File: config.mk
export PLATFORM = sky130hd
export DESIGN_NAME = uart_tx_param
export DESIGN_NICKNAME = d
export VERILOG_FILES = /design/src/rtl/uart_tx_param.sv
export SDC_FILE = /design/constraint.sdc
export NUM_CORES = 1
export LEC_CHECK = 0
export BUFFER_PORTS_ARGS = -buffer_cell sky130_fd_sc_hd__buf_2
export CORE_ASPECT_RATIO = 0.75
export CORE_MARGIN = 3
export CORE_UTILIZATION = 54
export CTS_CLUSTER_SIZE = 24
export DETAILED_ROUTE_END_ITERATION = 8
export PLACE_DENSITY = 0.84
export REMOVE_ABC_BUFFERS = 1
export SYNTH_ARGS = -nofsm -noshare
export SYNTH_HDL_FRONTEND = slang
export SYNTH_SLANG_ARGS = --single-unit
File: constraint.sdc
create_clock -name clk -period 2.24 [get_ports clk]
set_input_delay 0.336 -clock clk [delete_from_list [all_inputs] [get_ports clk]]
set_output_delay 0.336 -clock clk [all_outputs]
set_load 0.005 [all_outputs]
File: src/rtl/uart_tx_param.sv
// Parameterised UART transmitter with a circular transmit buffer.
// A word is popped into the shift register whenever the line is free. Frames go back-to-back.
module uart_tx_param #(
  parameter int unsigned DIVISOR    = 625,
  parameter int unsigned DATA_BITS  = 8,
  parameter int unsigned PARITY     = 0,
  parameter int unsigned STOP_BITS  = 1,
  parameter int unsigned FIFO_DEPTH = 4
) (
  input  logic                            clk,
  input  logic                            rst,
  input  logic [DATA_BITS-1:0]            tx_data,
  input  logic                            tx_valid,
  output logic                            tx_ready,
  output logic                            tx,
  output logic                            busy,
  output logic [$clog2(FIFO_DEPTH):0]     fifo_count
);

  localparam int unsigned PW = $clog2(FIFO_DEPTH);
  localparam int unsigned CW = PW + 1;
  localparam int unsigned BW = $clog2(DIVISOR);
  localparam logic [BW-1:0] BAUD_LAST = BW'(DIVISOR - 1);
  localparam logic [3:0]    DATA_LAST = 4'(DATA_BITS - 1);
  localparam logic [3:0]    STOP_LAST = 4'(STOP_BITS - 1);

  if (DIVISOR < 2 || DIVISOR > 65535) begin : g_bad_divisor
    $error("uart_tx_param: DIVISOR must be in 2..65535");
  end
  if (DATA_BITS < 5 || DATA_BITS > 9) begin : g_bad_data_bits
    $error("uart_tx_param: DATA_BITS must be in 5..9");
  end
  if (PARITY > 2) begin : g_bad_parity
    $error("uart_tx_param: PARITY must be 0, 1 or 2");
  end
  if (STOP_BITS < 1 || STOP_BITS > 2) begin : g_bad_stop_bits
    $error("uart_tx_param: STOP_BITS must be 1 or 2");
  end
  if (FIFO_DEPTH < 2 || (FIFO_DEPTH & (FIFO_DEPTH - 1)) != 0) begin : g_bad_fifo_depth
    $error("uart_tx_param: FIFO_DEPTH must be a power of 2, at least 2");
  end

  typedef enum logic [2:0] {S_IDLE, S_START, S_DATA, S_PARITY, S_STOP} state_t;

  logic [DATA_BITS-1:0] mem [FIFO_DEPTH];
  logic [PW-1:0]        wr_ptr, rd_ptr;
  logic [CW-1:0]        count;
  logic                 push, pop;

  state_t               state, state_nx;
  logic [BW-1:0]        baud_cnt, baud_nx;
  logic [3:0]           bit_idx, bit_nx;
  logic [DATA_BITS-1:0] shreg, shreg_nx;
  logic                 par_bit, par_nx;
  logic                 tx_nx;
  logic [DATA_BITS-1:0] head;
  logic                 head_par;
  logic                 wrap;

  assign tx_ready   = (count < CW'(FIFO_DEPTH));
  assign fifo_count = count;
  assign push       = tx_valid && tx_ready;
  assign head       = mem[rd_ptr];
  assign head_par   = (PARITY == 1) ? ~^head : ^head;
  assign wrap       = (baud_cnt == BAUD_LAST);

  always_ff @(posedge clk) begin
    if (push) mem[wr_ptr] <= tx_data;
  end

  // Power-of-2 depth lets the pointers wrap by natural overflow.
  always_ff @(posedge clk or posedge rst) begin
    if (rst) begin
      wr_ptr <= '0;
      rd_ptr <= '0;
      count  <= '0;
    end else begin
      if (push) wr_ptr <= wr_ptr + 1'b1;
      if (pop)  rd_ptr <= rd_ptr + 1'b1;
      case ({push, pop})
        2'b10:   count <= count + CW'(1);
        2'b01:   count <= count - CW'(1);
        default: count <= count;
      endcase
    end
  end

  always_ff @(posedge clk or posedge rst) begin
    if (rst) begin
      state    <= S_IDLE;
      baud_cnt <= '0;
      bit_idx  <= '0;
      shreg    <= '0;
      par_bit  <= 1'b0;
      tx       <= 1'b1;
    end else begin
      state    <= state_nx;
      baud_cnt <= baud_nx;
      bit_idx  <= bit_nx;
      shreg    <= shreg_nx;
      par_bit  <= par_nx;
      tx       <= tx_nx;
    end
  end

  always_comb begin
    state_nx = state;
    baud_nx  = baud_cnt;
    bit_nx   = bit_idx;
    shreg_nx = shreg;
    par_nx   = par_bit;
    pop      = 1'b0;
    if (state != S_IDLE) baud_nx = wrap ? '0 : baud_cnt + 1'b1;
    unique case (state)
      S_IDLE: begin
        if (count != '0) begin
          pop      = 1'b1;
          shreg_nx = head;
          par_nx   = head_par;
          baud_nx  = '0;
          state_nx = S_START;
        end
      end
      S_START: begin
        if (wrap) begin
          state_nx = S_DATA;
          bit_nx   = '0;
        end
      end
      S_DATA: begin
        if (wrap) begin
          if (bit_idx == DATA_LAST) begin
            bit_nx   = '0;
            state_nx = (PARITY != 0) ? S_PARITY : S_STOP;
          end else begin
            bit_nx   = bit_idx + 1'b1;
            shreg_nx = shreg >> 1;
          end
        end
      end
      S_PARITY: begin
        if (wrap) begin
          state_nx = S_STOP;
          bit_nx   = '0;
        end
      end
      S_STOP: begin
        if (wrap) begin
          if (bit_idx != STOP_LAST) begin
            bit_nx = bit_idx + 1'b1;
          end else if (count != '0) begin
            pop      = 1'b1;
            shreg_nx = head;
            par_nx   = head_par;
            bit_nx   = '0;
            state_nx = S_START;
          end else begin
            bit_nx   = '0;
            state_nx = S_IDLE;
          end
        end
      end
      default: state_nx = S_IDLE;
    endcase
  end

  // Line level is decoded from the next state so tx changes on the same edge as the state.
  always_comb begin
    tx_nx = 1'b1;
    busy  = (state != S_IDLE);
    unique case (state_nx)
      S_IDLE:   tx_nx = 1'b1;
      S_START:  tx_nx = 1'b0;
      S_DATA:   tx_nx = shreg_nx[0];
      S_PARITY: tx_nx = par_nx;
      S_STOP:   tx_nx = 1'b1;
      default:  tx_nx = 1'b1;
    endcase
  end

endmodule

---- Yosys cells after proc, flatten, opt, wreduce, memory -nomap -nowiden ----
Memories as Yosys holds them, arrays and structs flattened.
Cells that the tools add are included.
operators by class
  equal/unequal tests ..................... 16
  muxes and demuxes ....................... 37
  $add $sub $neg .......................... 6
  magnitude comparators ................... 1
  reductions and logical operators ........ 12
operators by type and width
  cell                                                             number
  10-bit two-way mux                                               4
  8-bit two-way mux                                                5
  8-bit case mux with 3 select lines                               1
  3-bit two-way mux                                                7
  4-bit two-way mux                                                5
  3-bit case mux with 5 select lines                               1
  3-bit by 2-bit == test with 1-bit output, second input constant  4
  4-bit case mux with 3 select lines                               1
  3-bit nonzero test                                               4
  10-bit by 1-bit adder with 10-bit output, second input constant  1
  10-bit == test, second input constant                            1
  1-bit two-way mux                                                9
  2-bit inequality test, second input constant                     4
  8-bit XOR reduction                                              1
  3-bit by 1-bit == test with 1-bit output, second input constant  2
  3-bit case mux with 2 select lines                               1
  5-bit AND reduction                                              1
  2-bit by 1-bit adder with 2-bit output, second input constant    2
  4-bit by 1-bit adder with 4-bit output, second input constant    1
  4-bit by 3-bit == test with 1-bit output, second input constant  1
  1-bit case mux with 2 select lines                               2
  4-bit AND reduction                                              1
  4-bit nonzero test                                               1
  3-bit by 1-bit adder with 3-bit output, second input constant    1
  11 further kinds                                                 11
storage, ports and cells
  memory bits (writable) .................. 32
  logic and storage cells ................. 83
  output and inout bits ................... 6
  memories kept ........................... 1
  flip-flop bits (word level) ............. 34
  input port bits ......................... 11
memory list
  memory  words  width  rd ports  clocked after memory_dff  write ports  line  source
  mem     4      8      1         0                         1            45    logic [DATA_BITS-1:0] mem [FIFO_DEPTH];

---- Depth between registers and ports, before layout ----
Gate-level depths: netlist of run 1.
  depth in word-level cells ............... 7
  gate-level depth with buffers ........... 12
  gate-level depth less buffers ........... 12

---- Least setup slack after synthesis of run 1 ----
Ideal clock, no wire load.
  path type ............................... reg-to-reg
  from .................................... register bit_idx[0]
  to ...................................... register count[2] (netlist: fifo_count[2])
  setup time .............................. 80 ps
  data arrival time ....................... 2355 ps
  data required time ...................... 2160 ps
  path buffers ............................ 0
  period minus slack after synthesis ...... 2435 ps
  slack ................................... -195 ps
  cell stages (with the launch flop) ...... 13
  cell sequence ........................... dfrtp_1 > inv_1 > ha_1 > nor3b_1 > nand4_1 > a21o_2 > clkinv_1 > ha_1 > inv_1 > fa_1 > xor2_1 > nor2_1 > xnor2_1
on the way
  cells in the longest elaborated chain, start to end .. 6
  elaborated cells on any way between the ends .. 8
  classes of those cells .................. eq/ne: 2; mux: 4; reduce/logical: 2
RTL lines
  what                                                                       line  source
  from (decl)                                                                52    logic [3:0] bit_idx, bit_nx;
  from (signal assigned)                                                     99    bit_idx <= bit_nx;
  4-bit nonzero test *                                                       149   if (bit_idx != STOP_LAST) begin
  1-bit two-way mux *                                                        149
  1-bit two-way mux *                                                        148   if (wrap) begin
  1-bit case mux with 2 select lines *                                       114   unique case (state)
  net pop                                                                    48    logic push, pop;
  2-bit by 1-bit == test with 1-bit output or 2-bit == test (tied branches)  80    case ({push, pop})
  3-bit case mux with 2 select lines or 2-bit nonzero test (tied branches)   n/a
  to (signal assigned)                                                       81    2'b10: count <= count + CW'(1);
  to (signal assigned)                                                       82    2'b01: count <= count - CW'(1);
  to (signal assigned)                                                       83    default: count <= count;
  to (decl)                                                                  47    logic [CW-1:0] count;
The timed path passes the listed nets; every way through them passes the cells marked *.
A chain may end at the register's enable or synchronous reset.

---- Worst setup path after layout of run 1 ----
  from .................................... register bit_idx[1]
  to ...................................... register count[2] (netlist: fifo_count[2])
Same word-level chain as after synthesis.

==> results of run 1 <==
==> layout make-up <==
cell class,instances,area [sq um]
sequential,66,1813
clock inverter,7,78.83
multi-input combinational,149,1271
tap,75,93.84
clock buffer,9,123.9
timing repair buffer,53,357.8
fill,360,1693
inverter,16,65.06
==> path summary, 6_finish.rpt <==
check	start	endpoint	slack, ns	cells after the start
worst max-delay path	bit_idx[1]	fifo_count[2]	-0.04	12
worst min-delay path	rst	rd_ptr[0]	0.06	3
worst max register to register	bit_idx[1]	fifo_count[2]	-0.04	12
worst min register to register	shreg[1]	shreg[1]	0.48	1
max in group asynchronous	rst	tx	1.82	3
min in group clk	tx_data[1]	mem[3][1]	0.19	1
==> placed cells by master (no fill, tap or decap), types with 2 or more instances in the layout <==
cell type,n
a22o_1,6
clkinv_4,5
nand2_1,13
nor3b_4,2
nor3_1,2
inv_1,14
xor2_1,5
mux4_2,7
nand2b_1,4
a21oi_2,2
buf_2,16
a21o_1,7
edfxtp_1,32
a21o_2,2
nor2_1,12
buf_4,37
a21oi_1,5
xnor2_1,15
o21ai_0,9
a21boi_0,2
ha_1,7
clkbuf_8,9
nand4_1,3
nand3_1,6
and2_1,5
dfrtp_1,33
or3_1,2
o31ai_1,3
==> kinds of logic after synthesis <==
kind of cell             count (synthesis)  synth area share
buffers and inverters                   25           0.04258
AND/OR/NAND/NOR                         63            0.1187
adder cells (fa/ha/maj)                 10           0.04180
XOR/XNOR                                20           0.05521
multiplexers                             8           0.05797
AO/OA/AOI/OAI                           48            0.1124
flip-flops                              66            0.5714
==> critical path, cell delays in order (launching register included) <==
cell and delay (ns):
dfrtp_1 0.38, inv_1 0.06, ha_2 0.17, nor3b_4 0.23
nand4_1 0.16, a21o_2 0.27, clkinv_4 0.06, ha_4 0.13
inv_2 0.04, fa_2 0.33, xor2_1 0.15, nor2_1 0.12
xnor2_1 0.13
==> timing repair <==
item                       CTS  global route
setup endpoints to repair    2             3
pin swaps                    7             6
setup buffers                8             4
resized for setup            9             5
==> flip-flops by register name (all words and copies together), names as in the netlist <==
register	count
fifo_count	3
bit_idx	4
shreg	8
rd_ptr	2
tx	1
state	3
par_bit	1
mem	32
wr_ptr	2
baud_cnt	10
==> cells in the mapped netlist, drive strengths merged, types with 3 or more instances <==
master  count
nor3        3
edfxtp     32
nand2b      4
xor2        5
a21o        9
nor3b       3
inv        15
nand3       7
o31ai       3
nand4       3
xnor2      15
mux4        8
buf         6
ha          9
and2        7
clkbuf      3
nand2      13
nor2       12
a22o        6
dfrtp      33
or3         3
o21ai      10
a21oi       7
==> metal layers <==
layer / wire, microns / vias to the layer above / GRT usage
met5: 0 / - / 0
met4: 106 / 0 / 0.09600
met3: 312 / 12 / 0.05285
met2: 3008 / 52 / 0.3137
met1: 2895 / 1035 / 0.2935
li1: - / 987 / -
==> per-stage QoR <==
step                      hold WS [ns]  setup slack, ns  setup TNS (ns)
after floorplan                 0.4349          -0.1952         -0.2316
after global routing            0.1060          -0.1996         -0.3436
after CTS                      0.07734        -0.008951       -0.008951
after detailed placement        0.4567          -0.1978         -0.2080
final                          0.06475         -0.04003        -0.04003
after global placement          0.4481         -0.09509        -0.09509
==> power breakdown <==
part | total [mW] | switching (mW) | internal, mW
Sequential | 1.73 | 0.170 | 1.56
Combinational | 1.47 | 0.702 | 0.766
Clock | 1.02 | 0.493 | 0.523
==> metrics.cfg, run 1 <==
[run_status]
outcome=finished, violations left
failed_checks=setup timing

[worst_setup_path]
critPathMaxFanout=2
worst_setup_path_start_kind=flip-flop
worst-endpoint-required_ns=2.52
worst_ep_arrival_time_ns=2.56
cp-end-kind=flip-flop
setup.worst_path.class=flip-flop to flip-flop

[floorplanning]
design.portCount=17
rows=23
fp.dieW_microns=94.52
dieArea_sq_um=6841
floorplan.initialDensity=0.5773
die_h_microns=72.39
fp.coreArea_sq_um=5497

[route]
routed_wire_length_per_instance_microns=16.86
drt_wl_total_microns=6322
detail_route.iter0.violations=144
drt-vias-per-instance=5.563
detail_route.drc_violations=0
postRouteAntennaNets=0
routed-via-count=2086
drt_pass1_iterations=4

[final_layout]
n_antenna_cell=0
layout-drive-gt1-share=0.3333
area_delta_synth_final_pct=19.87
final_net_count=316
final_area_sq_um=3804
final_standard_cell_utilization_of_the_core=0.6920
finish.cell_count_without_fillers=375

[synth]
most_used_flip_flop_cell_after_synthesis=dfrtp_1
count_of_flip_flops_with_a_built_in_enable_after_synthesis=32
yosys-top-cells-area=edfxtp_1 (30%), dfrtp_1 (26%), mux4_2 (5.0%)
syn_warnings=0
synthesis.area_per_instance_sq_um=13.22
synth.distinct_cells=58
yosysSeqAreaShare=0.5714
synth_cells=240
synth_seq_cells=66
post_synth_instance_area_sq_um=3173
synth.top_cell.area_share=0.3028
postSynth.asyncResetShare=0.5152
synth.largest_area_cell=edfxtp_1

[clocking]
cts.hold.buffers_added=0
cts_h_tree_depth=3
ctsRootBufferMaster=clkbuf_8
clock_latency_ns=0.36
cts_num_sinks=66
tritoncts=done
number_of_buffers_on_the_longest_clock_path=2
clock_pin_slew_worst_setup_and_hold_paths_ns=0.08
clock_buffer_count_from_cts=9

[power_and_ir_drop]
p_per_area_nw_per_um2=1108
peakVddDrop_mv=0.7494
post-layout-total-power_mw=4.213
p_leak_nw=1.585

[timing]
worst-slew-pin-transition_ns=0.4789
finalHoldViolations=0
relSlewSlack=0.6808
final_setup_fails=1
post-route-min-period_ns=2.280
grt_setup_unrepaired=yes
timing.fmax_mhz=438.6
final_critical_path_setup_slack_ns=-0.04003
timing.clock.skew_ns=0.01238
finalCritPeriodShare=1.018
final-max-slew-violation-count=0

[global_route]
grt_use_total=0.2102
grt_pass1_vias=2168
grt_first_pass_wirelength_microns=10710
antenna_found_initial=0
grt_overflow_total=0
grt_start_max_net_pins=35

[place]
routabilityCongestion=0.8864
dpl.cell_count=350
postPlaceCellArea_sq_um=3482
detailedPlacementHpwl_microns=4206
port-buffer-count=16

[worst_hold_path]
timing.hold.worst.class=input pin to async pin

[flow_run]
max_cap_viol_count=0

(Power assumes the default switching activity.)
==> run 2, diff against run 1 <==
CORE_MARGIN = not set   (was 3)
==> run 2 against run 1 <==
- the run still ends with setup timing left
- fmax down 1.3%
- non-clock buffer count unchanged
- hold slack worse by 0.0059 ns
- power is 2.0% lower
==> metrics.cfg, run 2 (synthesis results as in run 1) <==
[timing]
timing.fmax_mhz=432.8  ; -1.3%
finalCritPeriodShare=1.032  ; +0.01372
final_setup_fails=1  ; unchanged
final_critical_path_setup_slack_ns=-0.07076  ; -0.03073 ns
grt_setup_unrepaired=yes
final-max-slew-violation-count=0  ; unchanged
final.hold.worst_slack_ns=0.05880  ; -0.005943 ns
timing.clock.skew_ns=0.01020  ; -0.002184 ns
post-route-min-period_ns=2.311  ; +0.03073 ns
worst-slew-pin-transition_ns=0.4414  ; -0.03746 ns
relSlewSlack=0.7057  ; +0.02497
finalHoldViolations=0  ; unchanged

[power_and_ir_drop]
switching_power_as_a_share_of_total_power=0.3381  ; +0.01400
peakVddDrop_mv=0.6863  ; -8.4%
p_per_area_nw_per_um2=1091  ; -1.5%
clock_power_share=0.222  ; -0.019
p_leak_nw=1.571  ; -0.87%
cell_internal_pwr_mw=2.734  ; -4.0%
p_comb_frac=0.356  ; +0.007
p_seq_frac=0.422  ; +0.012
total_switching_power_mw=1.396  ; +2.3%

[worst_setup_path]
critical_path.reg2reg.startpoint=bit_idx[0]
worst_setup_path_start_kind=flip-flop
worst_ep_arrival_time_ns=2.58  ; +0.02 ns
r2r-end=fifo_count[2]
cp-end-kind=flip-flop
depth_of_the_worst_register_to_register_path=12  ; unchanged
reg2reg_slack_ns=-0.07  ; -0.03 ns
critPathMaxFanout=2  ; unchanged
worst-endpoint-required_ns=2.51  ; about the same
setup.worst_path.class=flip-flop to flip-flop

[place]
dpl.cell_count=349  ; -0.29%
port-buffer-count=16  ; unchanged
routabilityCongestion=0.8051  ; -9.2%
detailedPlacementHpwl_microns=4156  ; -1.2%

[final_layout]
most_frequent_cells_in_the_layout=buf_4 (37), dfrtp_1 (33), edfxtp_1 (32), buf_2 (16), xnor2_1 (15)
finish.cell_count_without_fillers=375  ; unchanged
largest_reg_flops=32  ; unchanged
layout-drive-gt1-share=0.3333  ; unchanged
final-seq-area_sq_um=1813  ; unchanged
n_antenna_cell=0  ; unchanged
largest_registers=mem (32), baud_cnt (10), shreg (8)
max_flop_register=mem
fill_cells=360  ; unchanged
layout_commonest_cell=buf_4
multiInputGateArea_sq_um=1274  ; +0.20%
area_delta_synth_final_pct=19.32
final_net_count=316  ; unchanged

[floorplanning]
die_h_microns=68.39  ; -5.5%
fp.dieW_microns=90.52  ; -4.2%
fp.coreArea_sq_um=5497  ; unchanged
dieArea_sq_um=6190  ; -9.5%
floorplan.initialDensity=0.5773  ; unchanged
rows=23  ; unchanged
design.portCount=17  ; unchanged

[clocking]
tritoncts=done
number_of_buffers_on_the_longest_clock_path=2  ; unchanged
clock_buffer_count_from_cts=9  ; unchanged
clock_pin_slew_worst_setup_and_hold_paths_ns=0.08  ; about the same
clock_latency_ns=0.35  ; about the same
cts_h_tree_depth=3  ; unchanged
ctsRootBufferMaster=clkbuf_8
cts.hold.buffers_added=0  ; unchanged
cts_num_sinks=66  ; unchanged

[worst_hold_path]
timing.hold.worst.class=input pin to async pin

[global_route]
grt_overflow_total=0  ; unchanged
grt_first_pass_wirelength_microns=10340  ; -3.5%
grt_start_max_net_pins=35  ; unchanged
grt_pass1_vias=2054  ; -5.3%
antenna_found_initial=0  ; unchanged
grt_use_total=0.2294  ; +0.01921

[route]
drt-vias-per-instance=5.613  ; +0.91%
routed-via-count=2105  ; +0.91%
detail_route.iter0.violations=184  ; +28%
routed_wire_length_per_instance_microns=17.03  ; +1.0%
drt_pass1_iterations=4  ; unchanged
drt_wl_total_microns=6386  ; +1.0%
postRouteAntennaNets=0  ; unchanged
detail_route.drc_violations=0  ; unchanged

[run_status]
failed_checks=setup timing
outcome=finished, violations left

[flow_run]
max_cap_viol_count=0  ; unchanged

==> run 2: cell count changes in the layout (fill, tap and decap cells not counted) <==
cell / before / now
clkinv_4: 5 / 2
inv_6: 1 / 4
clkinvlp_4: 0 / 2
and3b_1: 0 / 1
and3b_2: 1 / 0
bufinv_16: 1 / 0
clkinv_2: 1 / 0
o21ai_1: 1 / 0
o21ai_2: 0 / 1
==> run 2: layer usage <==
metal	routed length [microns]	part of all wire	GRT usage
met3	307	0.048	0.07222
met1	2910	0.46	0.2980
met4	83	0.013	0.07661
met2	3085	0.48	0.3722
met5	0	0	0
==> run 2: cell type report <==
class	count	share of cell area
inverter	16	0.01718
clock inverter	7	0.01553
timing repair buffer	53	0.09451
clock buffer	9	0.03272
sequential	66	0.4789
tap	75	0.02479
multi-input combinational	149	0.3364
==> run 2: critical path: stages (launching register included) <==
cell and delay [ns]:
dfrtp_1 0.38, inv_1 0.06, ha_2 0.18, nor3b_4 0.23
nand4_1 0.16, a21o_2 0.26, clkinv_4 0.06, ha_4 0.13
inv_2 0.04, fa_2 0.33, xor2_1 0.15, nor2_1 0.13
xnor2_1 0.13
==> run 2: worst max-delay path by stage <==
stage / startpoint / to / slack (ns) / cells past startpoint
3_5_place_dp: bit_idx[0] / fifo_count[2] / -0.28 / 12
4_1_cts: bit_idx[0] / fifo_count[2] / -0.04 / 12
6_report: bit_idx[0] / fifo_count[2] / -0.07 / 12
3_3_place_gp: bit_idx[0] / fifo_count[2] / -0.10 / 12
2_1_floorplan: bit_idx[0] / fifo_count[2] / -0.20 / 12
5_1_grt: bit_idx[1] / fifo_count[2] / -0.19 / 12
==> run 2: power groups by stage <==
| stage | Combinational (mW) | Sequential, mW | Clock (mW) |
|---|---|---|---|
| after floorplan | 0.917 | 1.77 | 0 |
| after global placement | 1.33 | 1.73 | 0 |
| after detailed placement | 1.39 | 1.75 | 0 |
| after CTS | 1.42 | 1.73 | 0.930 |
| after global routing | 1.61 | 1.77 | 0.997 |
| final | 1.47 | 1.74 | 0.917 |
==> run 2: per-stage QoR <==
step | setup TNS [ns] | area (sq um) | utilization | worst slack, ns | power [mW]
6_report | -0.07076 | 3786 | 0.6888 | -0.07076 | 4.130
5_1_grt | -0.2173 | 3786 | 0.6888 | -0.1850 | 4.371
4_1_cts | -0.03863 | 3755 | 0.6831 | -0.03863 | 4.077
3_5_place_dp | -0.3566 | 3475 | 0.6321 | -0.2780 | 3.138
3_3_place_gp | -0.1022 | 3475 | 0.6321 | -0.1022 | 3.065
2_1_floorplan | -0.2316 | 3098 | - | -0.1952 | 2.692
==> run 2: timing repair <==
action,CTS,global route
pin swaps,9,9
buffers inserted,9,3
gates resized for setup,10,4
setup endpoints to repair,2,3
==> run 3, diff against run 2 <==
CORE_UTILIZATION = 55   (was 54)
MAX_ROUTING_LAYER = met4   (was not set)
PLACE_DENSITY = 0.82   (was 0.84)
clock period = 2.6 ns   (was 2.24 ns; I/O delays follow)
==> run 3 against run 2 <==
- the flow now finishes without violations
- cell area is 6.8% lower
- register-to-register slack gained 0.23 ns
- global-route usage shrank 2.0 points
- clock power shrank 13%
- clock-buffer cell count stayed put
- core utilization fell by 4.0 points
- critical path type unchanged
- largest cell class unchanged
==> metrics.cfg, run 3 (synthesis results as in run 1) <==
[place]
dpl.cell_count=328  ; -6.0%
routabilityCongestion=0.7783  ; -3.3%
port-buffer-count=16  ; unchanged
postPlaceCellArea_sq_um=3317  ; -4.5%
detailedPlacementHpwl_microns=3883  ; -6.6%

[floorplanning]
floorplan.initialDensity=0.5834  ; +0.006109
design.portCount=17  ; unchanged
fp.dieW_microns=89.71  ; -0.89%
fp.coreArea_sq_um=5439  ; -1.0%
dieArea_sq_um=6080  ; -1.8%
rows=23  ; unchanged
die_h_microns=67.78  ; -0.88%

[power_and_ir_drop]
p_per_area_nw_per_um2=967.6  ; -11%
p_leak_nw=1.434  ; -8.7%
post-layout-total-power_mw=3.413  ; -17%
peakVddDrop_mv=0.5390  ; -21%

[clocking]
ctsRootBufferMaster=clkbuf_8
clock_buffer_count_from_cts=9  ; unchanged
cts_num_sinks=66  ; unchanged
tritoncts=done
number_of_buffers_on_the_longest_clock_path=2  ; unchanged
clock_latency_ns=0.35  ; about the same
clock_pin_slew_worst_setup_and_hold_paths_ns=0.08  ; about the same
cts_h_tree_depth=3  ; unchanged

[worst_setup_path]
crit_buf_inv=3  ; unchanged
worst_setup_path_start_kind=flip-flop
cp-end-kind=flip-flop
worst-endpoint-required_ns=2.88  ; +0.37 ns
crit_path_max_incr_delay_ns=0.42  ; +0.04 ns
cp_cell_sequence=inv_1 > ha_1 > and4bb_4 > nand4_1 > a21o_2 > clkinv_1 > ha_1 > inv_1 > fa_1 > xor2_1 > nor2_1 > xnor2_1
setup.worst_path.class=flip-flop to flip-flop
critical_path.slowest_cell=dfrtp_1
worst_ep_arrival_time_ns=2.72  ; +0.14 ns
critPathMaxFanout=5  ; +3
critPathTopFamily=adder cells

[global_route]
antenna_found_initial=0  ; unchanged
grt_start_max_net_pins=35  ; unchanged
grt_pass1_vias=1906  ; -7.2%
grt_first_pass_wirelength_microns=9045  ; -12%
grt_overflow_total=0  ; unchanged
grt_use_total=0.2095  ; -0.01983

[final_layout]
final_net_count=287  ; -9.2%
layout_commonest_cell=dfrtp_1
most_frequent_cells_in_the_layout=dfrtp_1 (33), edfxtp_1 (32), buf_2 (16), inv_1 (15), xnor2_1 (15)
layout-drive-gt1-share=0.2325  ; -0.1009
max_flop_register=mem
largest_registers=mem (32), baud_cnt (10), shreg (8)
fill_cells=410  ; +14%
area_delta_synth_final_pct=11.16
largest_reg_flops=32  ; unchanged
finish.cell_count_without_fillers=346  ; -7.7%
n_antenna_cell=0  ; unchanged
final_area_sq_um=3527  ; -6.8%

[timing]
relSlewSlack=0.5664  ; -0.1393
final-max-slew-violation-count=0  ; unchanged
timing.fmax_mhz=409.1  ; -5.5%
timing.clock.skew_ns=0.009998  ; -0.0001993 ns
final.hold.worst_slack_ns=0.1178  ; +0.05899 ns
setup-tns-final_ns=0  ; +0.07076 ns
final_setup_fails=0  ; -1
finalCritPeriodShare=0.9402  ; -0.09138
worst-slew-pin-transition_ns=0.6504  ; +0.2090 ns
post-route-min-period_ns=2.445  ; +0.1338 ns
finalHoldViolations=0  ; unchanged

[route]
drt_wl_total_microns=5593  ; -12%
routed_wire_length_per_instance_microns=16.16  ; -5.1%
postRouteAntennaNets=0  ; unchanged
detail_route.drc_violations=0  ; unchanged
detail_route.iter0.violations=144  ; -22%
drt-vias-per-instance=5.587  ; -0.47%
routed-via-count=1933  ; -8.2%
drt_pass1_iterations=4  ; unchanged

[worst_hold_path]
timing.hold.worst.class=input pin to async pin

[run_status]
outcome=finished clean

[flow_run]
max_cap_viol_count=0  ; unchanged

run 3: changes by cell type in the layout (fill, tap and decap cells not counted), sizes merged:
cell	before	now
buf	53	24
clkinv	2	4
clkinvlp	2	1
inv	19	18
run 3: routing by layer:
| layer | global-route usage | wire length, microns | up-vias |
|---|---|---|---|
| met5 | - | 0 | - |
| met4 | 0.07787 | 83 | 0 |
| met3 | 0.07207 | 203 | 10 |
| met2 | 0.3221 | 2611 | 31 |
| met1 | 0.2607 | 2694 | 964 |
| li1 | - | - | 928 |
run 3: path summary, 6_finish.rpt:
path                        startpoint       endpoint  slack (ns)  depth (start not counted)
max                        baud_cnt[0]  fifo_count[2]        0.16                         12
min                                rst      wr_ptr[1]        0.12                          3
max reg2reg                baud_cnt[0]  fifo_count[2]        0.16                         12
min reg2reg                   shreg[4]       shreg[4]        0.48                          1
max in group asynchronous          rst             tx        2.14                          3
min in group clk            tx_data[5]      mem[3][5]        0.25                          1
run 3: timing repair:
| action | in CTS | in global routing |
|---|---|---|
| buffers inserted | 0 | 2 |
| gates resized for setup | 0 | 2 |
| hold buffers | 0 | 0 |
| endpoints found under the setup margin | 0 | 1 |
run 3: report_power, final:
group	leakage [nW]	switching, mW	internal, mW
Combinational	0.623	0.495	0.560
Sequential	0.720	0.219	1.34
Clock	0.0908	0.437	0.360
run 3: final cells by class:
cell class / instances / area, sq um / area share
Multi-Input combinational cell: 149 / 1236 / 0.3505
Timing Repair Buffer: 24 / 140.1 / 0.03973
Sequential cell: 66 / 1813 / 0.5140
Tap cell: 75 / 93.84 / 0.02661
Inverter: 16 / 60.06 / 0.01703
Clock inverter: 7 / 60.06 / 0.01703
Clock buffer: 9 / 123.9 / 0.03512
run 3: tightest hold or removal path, stage by stage:
cell	delay [ns]
buf_2	0.09
inv_1	0.04
buf_4	0.37
run 3: through the flow:
step	setup WS [ns]	utilization
2_1_floorplan	0.1648	-
3_3_place_gp	0.1698	0.6098
3_5_place_dp	0.07035	0.6098
4_1_cts	0.04566	0.6437
5_1_grt	-0.01581	0.6485
6_report	0.1555	0.6485
